$ cat src/rtl/cam_pkg.sv
// Shared types, constants and the exposure clamp for the camera frame timing generator.
package cam_pkg;

  typedef enum logic [1:0] {
    IDLE  = 2'd0,
    RUN   = 2'd1,
    DRAIN = 2'd2
  } state_e;

  localparam int HTOTAL_DEF = 136;
  localparam int VTOTAL_DEF = 1027;
  localparam int EXP_MIN    = 3;
  localparam int CNT_W      = 11;

  // Lines 0..2 are downstream overhead, so exposure may never point into them;
  // the upper bound is the last line of the frame.
  function automatic logic [CNT_W-1:0] clamp_exp(input logic [CNT_W-1:0] val,
                                                 input logic [CNT_W-1:0] vmax);
    if (val < CNT_W'(EXP_MIN)) begin
      return CNT_W'(EXP_MIN);
    end else if (val > vmax) begin
      return vmax;
    end else begin
      return val;
    end
  endfunction

endpackage

$ cat src/rtl/cam_hvgen.sv
// Sensor frame timing generator: free-running line/pixel counters plus
// run/stop, exposure and correction requests that only take effect on frame
// boundaries, so the readout controller never sees a mid-frame change.
import cam_pkg::*;

module cam_hvgen #(
  parameter int HTOTAL  = HTOTAL_DEF,
  parameter int VTOTAL  = VTOTAL_DEF,
  parameter int EXP_DEF = 512
) (
  input  logic             clk,
  input  logic             rst_n,
  input  logic             start,
  input  logic             stop,
  input  logic [CNT_W-1:0] exp_in,
  input  logic             exp_wr,
  input  logic             korr_req,
  output logic             endet,
  output logic [CNT_W-1:0] ah,
  output logic [CNT_W-1:0] av,
  output logic [CNT_W-1:0] iexp,
  output logic             korr,
  output logic             fstart,
  output logic             busy,
  output logic             exp_pend
);

  localparam logic [CNT_W-1:0] H_LAST  = CNT_W'(HTOTAL - 1);
  localparam logic [CNT_W-1:0] V_LAST  = CNT_W'(VTOTAL - 1);
  localparam logic [CNT_W-1:0] EXP_RST = CNT_W'(EXP_DEF);

  state_e           state_q, state_d;
  logic [CNT_W-1:0] ah_q, ah_d;
  logic [CNT_W-1:0] av_q, av_d;
  logic [CNT_W-1:0] iexp_q, iexp_d;
  logic [CNT_W-1:0] exp_hold_q, exp_hold_d;
  logic             exp_pend_q, exp_pend_d;
  logic             korr_q, korr_d;
  logic             korr_pend_q, korr_pend_d;
  logic             fstart_q, fstart_d;

  logic             frame_end;
  logic             xfer;
  logic [CNT_W-1:0] exp_clamped;

  // Frame end is the last pixel of the last line while streaming; the
  // exposure transfer point is frame end, or any cycle spent idle.
  assign frame_end   = (state_q != IDLE) && (ah_q == H_LAST) && (av_q == V_LAST);
  assign xfer        = frame_end || (state_q == IDLE);
  assign exp_clamped = clamp_exp(exp_in, V_LAST);

  // State and boundary-update registers.
  always_ff @(posedge clk or negedge rst_n) begin
    if (!rst_n) begin
      state_q     <= IDLE;
      ah_q        <= '0;
      av_q        <= '0;
      iexp_q      <= EXP_RST;
      exp_hold_q  <= EXP_RST;
      exp_pend_q  <= 1'b0;
      korr_q      <= 1'b0;
      korr_pend_q <= 1'b0;
      fstart_q    <= 1'b0;
    end else begin
      state_q     <= state_d;
      ah_q        <= ah_d;
      av_q        <= av_d;
      iexp_q      <= iexp_d;
      exp_hold_q  <= exp_hold_d;
      exp_pend_q  <= exp_pend_d;
      korr_q      <= korr_d;
      korr_pend_q <= korr_pend_d;
      fstart_q    <= fstart_d;
    end
  end

  // Next state: stop beats a simultaneous start in RUN; start cancels a drain.
  always_comb begin
    state_d = state_q;
    unique case (state_q)
      IDLE:    if (start) state_d = RUN;
      RUN:     if (stop) state_d = DRAIN;
      DRAIN: begin
        if (start)          state_d = RUN;
        else if (frame_end) state_d = IDLE;
      end
      default: state_d = IDLE;
    endcase
  end

  // Counters restart from zero on entering or leaving streaming, else wrap.
  always_comb begin
    ah_d = ah_q;
    av_d = av_q;
    if ((state_q == IDLE) || (state_d == IDLE)) begin
      ah_d = '0;
      av_d = '0;
    end else if (ah_q == H_LAST) begin
      ah_d = '0;
      av_d = (av_q == V_LAST) ? '0 : av_q + CNT_W'(1);
    end else begin
      ah_d = ah_q + CNT_W'(1);
    end
    fstart_d = (state_d != IDLE) && (ah_d == '0) && (av_d == '0);
  end

  // Exposure: a write on a transfer cycle bypasses the pending register.
  always_comb begin
    iexp_d     = iexp_q;
    exp_hold_d = exp_hold_q;
    exp_pend_d = exp_pend_q;
    if (exp_wr && xfer) begin
      iexp_d     = exp_clamped;
      exp_pend_d = 1'b0;
    end else if (xfer && exp_pend_q) begin
      iexp_d     = exp_hold_q;
      exp_pend_d = 1'b0;
    end else if (exp_wr) begin
      exp_hold_d = exp_clamped;
      exp_pend_d = 1'b1;
    end
  end

  // Correction: a pending request is consumed when a new frame begins; a
  // request arriving on that same cycle waits for the following frame.
  always_comb begin
    korr_d      = korr_q;
    korr_pend_d = korr_pend_q | korr_req;
    if (state_q == IDLE) begin
      if (state_d == RUN) begin
        korr_d      = korr_pend_q;
        korr_pend_d = korr_req;
      end else begin
        korr_d = 1'b0;
      end
    end else if (frame_end) begin
      if (state_d == IDLE) begin
        korr_d = 1'b0;
      end else begin
        korr_d      = korr_pend_q;
        korr_pend_d = korr_req;
      end
    end
  end

  // Outputs decoded from registered state only.
  always_comb begin
    endet    = (state_q != IDLE);
    busy     = (state_q != IDLE);
    ah       = ah_q;
    av       = av_q;
    iexp     = iexp_q;
    korr     = korr_q;
    fstart   = fstart_q;
    exp_pend = exp_pend_q;
  end

endmodule

$ cat config.mk
export PLATFORM = sky130hd
export DESIGN_NAME = cam_hvgen
export DESIGN_NICKNAME = d
export VERILOG_FILES = /design/src/rtl/cam_pkg.sv /design/src/rtl/cam_hvgen.sv
export SDC_FILE = /design/constraint.sdc
export NUM_CORES = 1
export LEC_CHECK = 0
export CAP_MARGIN = 10
export CORE_ASPECT_RATIO = 1.1
export CORE_MARGIN = 2
export CORE_UTILIZATION = 55
export CTS_CLUSTER_DIAMETER = 60
export DETAILED_ROUTE_END_ITERATION = 12
export GPL_ROUTABILITY_DRIVEN = 0
export GPL_TIMING_DRIVEN = 0
export PLACE_DENSITY = 0.87
export SYNTH_ARGS = -nofsm -noshare
export SYNTH_HDL_FRONTEND = slang
export SYNTH_SLANG_ARGS = --single-unit
$ cat constraint.sdc
create_clock -name clk -period 6.9 [get_ports clk]
set_input_delay 1.725 -clock clk [delete_from_list [all_inputs] [get_ports clk]]
set_output_delay 1.725 -clock clk [all_outputs]
set_load 0.02 [all_outputs]
==> results.yml <==
placed_design:
  place_area_um2: 3324
  dp.cells: 403
  io_buffer_count: 53
  dp_hpwl_um: 4549
power:
  powerDensity_nw_per_um2: 281.8
  power_leakage_nw: 1.430
  ir_worst_vdd_uv: 130.7
timing:
  min_period_ps: 3519
  fmax_ghz: 0.2842
  finClkSkew_ps: 9.374
  setup_viol: 0
  final_hold_viol_count: 0
  period_share_pct: 51.00
  rsz0062_at_grt: "false"
  fin_tns_setup_ps: 0
  drv_slew: 0
  worstMarginPinSlew_ps: 1024
  relSlewSlack_pct: 31.23
cts:
  clock-sinks: 50
  cts_buffers: 5
  clk_latency_ps: 310
  clock_path_buffers: 2
  clkTransAtPathRegs_ps: 90
  cts_setup_buffers: 0
  holdBufCountCts: 0
  clockRootBuffer: "clkbuf_8"
  cts_tree: "done"
  htreeDepth: 2
  cts_resized: 0
setup_path:
  critPathMaxStageDelay_ps: 870
  worstSetupPathType: "register to register"
  crit_arrival_ps: 3710
  critPathMaxFanout: 10
  required_ps: 7090
  start_kind: "register"
  crit_path_top_delay_cell: "nor3_1"
  cp_cell_sequence: "ha_1 > clkbuf_1 > nand2_1 > nor3_1 > a21oi_1 > nand2_1 > buf_2 > mux2_2"
  end_kind: "register"
  r2r_slack_ps: 3380
  critPathMostFrequentCell: "nand2_1"
routing:
  vias_per_cell: 5.776
  dr.pass1.iters: 4
  routed-via-count: 2374
  drt_wl_total_um: 6181
  drtAntennaViolNets: 0
  route.detailed.drc: 0
  wl_per_cell_um: 15.04
  first_iter_violations: 131
synth:
  synth_nets: 313
  synth_top_area_share_pct: 44.34
  synth.distinct_cells: 47
  ys.warnings.count: 0
  async_reset_ff_share_pct: 100.0
  yosysTopAreaCell: "dfrtp_1"
  synth_seq_cells: 50
  avgSynthCellArea_um2: 9.245
  synthCells: 293
  synth_edf_count: 0
  synth_common_cells: "48 x dfrtp_1, 44 x nor2_1, 28 x nand2_1"
  yosysSeqAreaShare_pct: 46.28
  synth_most_common_cell: "dfrtp_1"
  synth_ff_type: "dfrtp_1"
  yosys-top-cells-area: "dfrtp_1 44%, nor2_1 6.1%, nand2_1 3.9%, xnor2_1 3.6%, mux2_2 3.3%"
  syn-cell-area_um2: 2709
layout:
  final_util_pct: 73.32
  n_fill_cell: 381
  layout.cells.non_filler: 411
  regArea_um2: 1254
  final_nets: 374
  multiInputGateArea_um2: 1361
  final_area_um2: 3435
  drive_above_1_share_pct: 7.887
  syn_to_final_growth_pct: 26.79
  diodes: 0
run:
  cap_violations: 0
die:
  io_pins: 55
  start_util_pct: 57.83
  die-area_um2: 5503
  chipHeight_um: 77.61
  dieWidth_um: 70.92
  rows: 26
  coreArea_um2: 4684
global_route:
  grt_pass1_wl_um: 10470
  gr-total-overflow: 0
  grt_max_degree: 30
  grt_pass1_vias: 2294
  grt_usage_pct: 23.95
  antenna_found_initial: 0
outcome:
  status: "finished, final reports clean"
worst_hold_path:
  hold_path.class: "register to register"
-- routing by layer --
layer,GRT usage [%],routed length (um),part of all wire (%),up-vias
li1,-,-,-,1144
met1,31.83,2672,43,1138
met2,38.22,3092,50,83
met3,5.195,332,5.4,9
met4,9.434,84,1.4,0
met5,0,0,0,-
-- registers in the layout, summed over array words and instances, names as in the netlist, 2 cells and up --
register    cells
ah             11
av             11
exp_hold_q     11
iexp           11
state_q         2
-- stage by stage --
step	power [mW]	worst slack, ps	hold WS (ps)
global route	1.025	3146	517.7
detailed placement	0.7688	3542	467.5
global placement	0.7555	2734	457.8
finish	0.9677	3381	482.3
CTS	0.9742	3437	489.8
floorplan	0.6116	4079	449.1
-- critical path: cells and delay by family (launching register included) --
kind / cells / cell delay, ps
DFF: 1 / 470
buffers and inverters: 2 / 550
adders and majority gates: 1 / 180
muxes: 1 / 360
AOI/OAI and AO/OA: 1 / 430
and+or+nand+nor: 3 / 1410
-- kinds of logic (layout without fill, tap and decap cells) --
family	count (synthesis)	count (layout)	synth area share [%]
AOI/OAI and AO/OA	51	51	12.56
and+or+nand+nor	129	129	23.23
buffers and inverters	23	85	3.464
xor gates and xnor gates	21	21	6.790
muxes	16	16	6.282
DFF	50	50	46.28
adders and majority gates	3	3	1.386
-- where the power goes --
group | total [mW] | switching (mW) | internal, mW | leakage [nW]
clock network | 0.206 | 0.0977 | 0.108 | 0.0514
registers | 0.404 | 0.0431 | 0.361 | 0.651
logic | 0.358 | 0.190 | 0.168 | 0.727
total | 0.968 | 0.331 | 0.637 | 1.43
-- cells in the final DEF, fill, tap and decap left out, types with 4 or more instances in the layout --
cell type and n:
mux2_2 8, clkbuf_8 5, nand2_1 28, nor4_1 4
clkdlybuf4s50_1 52, nand4_1 7, mux2i_1 8, xor2_1 10
a21oi_1 10, buf_2 4, dfrtp_1 48, a221o_1 4
nand3_1 12, nor3_1 6, inv_1 9, nor2_1 44
o21ai_0 15, clkbuf_1 9, xnor2_1 11, nor2b_1 8
nand2b_1 8
-- worst paths after layout --
kind                                startpoint                    endpoint  cells after the start
min reg2reg                iexp[8]$_DFFE_PN0N_         iexp[8]$_DFFE_PN0N_                      2
max reg2reg                    ah[0]$_DFF_PN0_  exp_hold_q[10]$_DFFE_PN0P_                      8
max                            ah[0]$_DFF_PN0_  exp_hold_q[10]$_DFFE_PN0P_                      8
min                        iexp[8]$_DFFE_PN0N_         iexp[8]$_DFFE_PN0N_                      2
max in group asynchronous                rst_n   exp_hold_q[2]$_DFFE_PN0P_                      2
min in group asynchronous                rst_n             ah[5]$_DFF_PN0_                      1
-- layout make-up --
cell class              instances  area share, %
multi-input cells             220          39.64
clock inverters                 2          1.093
clock buffers                   6          2.113
plain buffers                  14          1.749
well taps                      56          2.040
flip-flops and latches         50          36.50
repair buffers                 54          15.88
inverters                       9         0.9836
(Power assumes the default switching activity.)
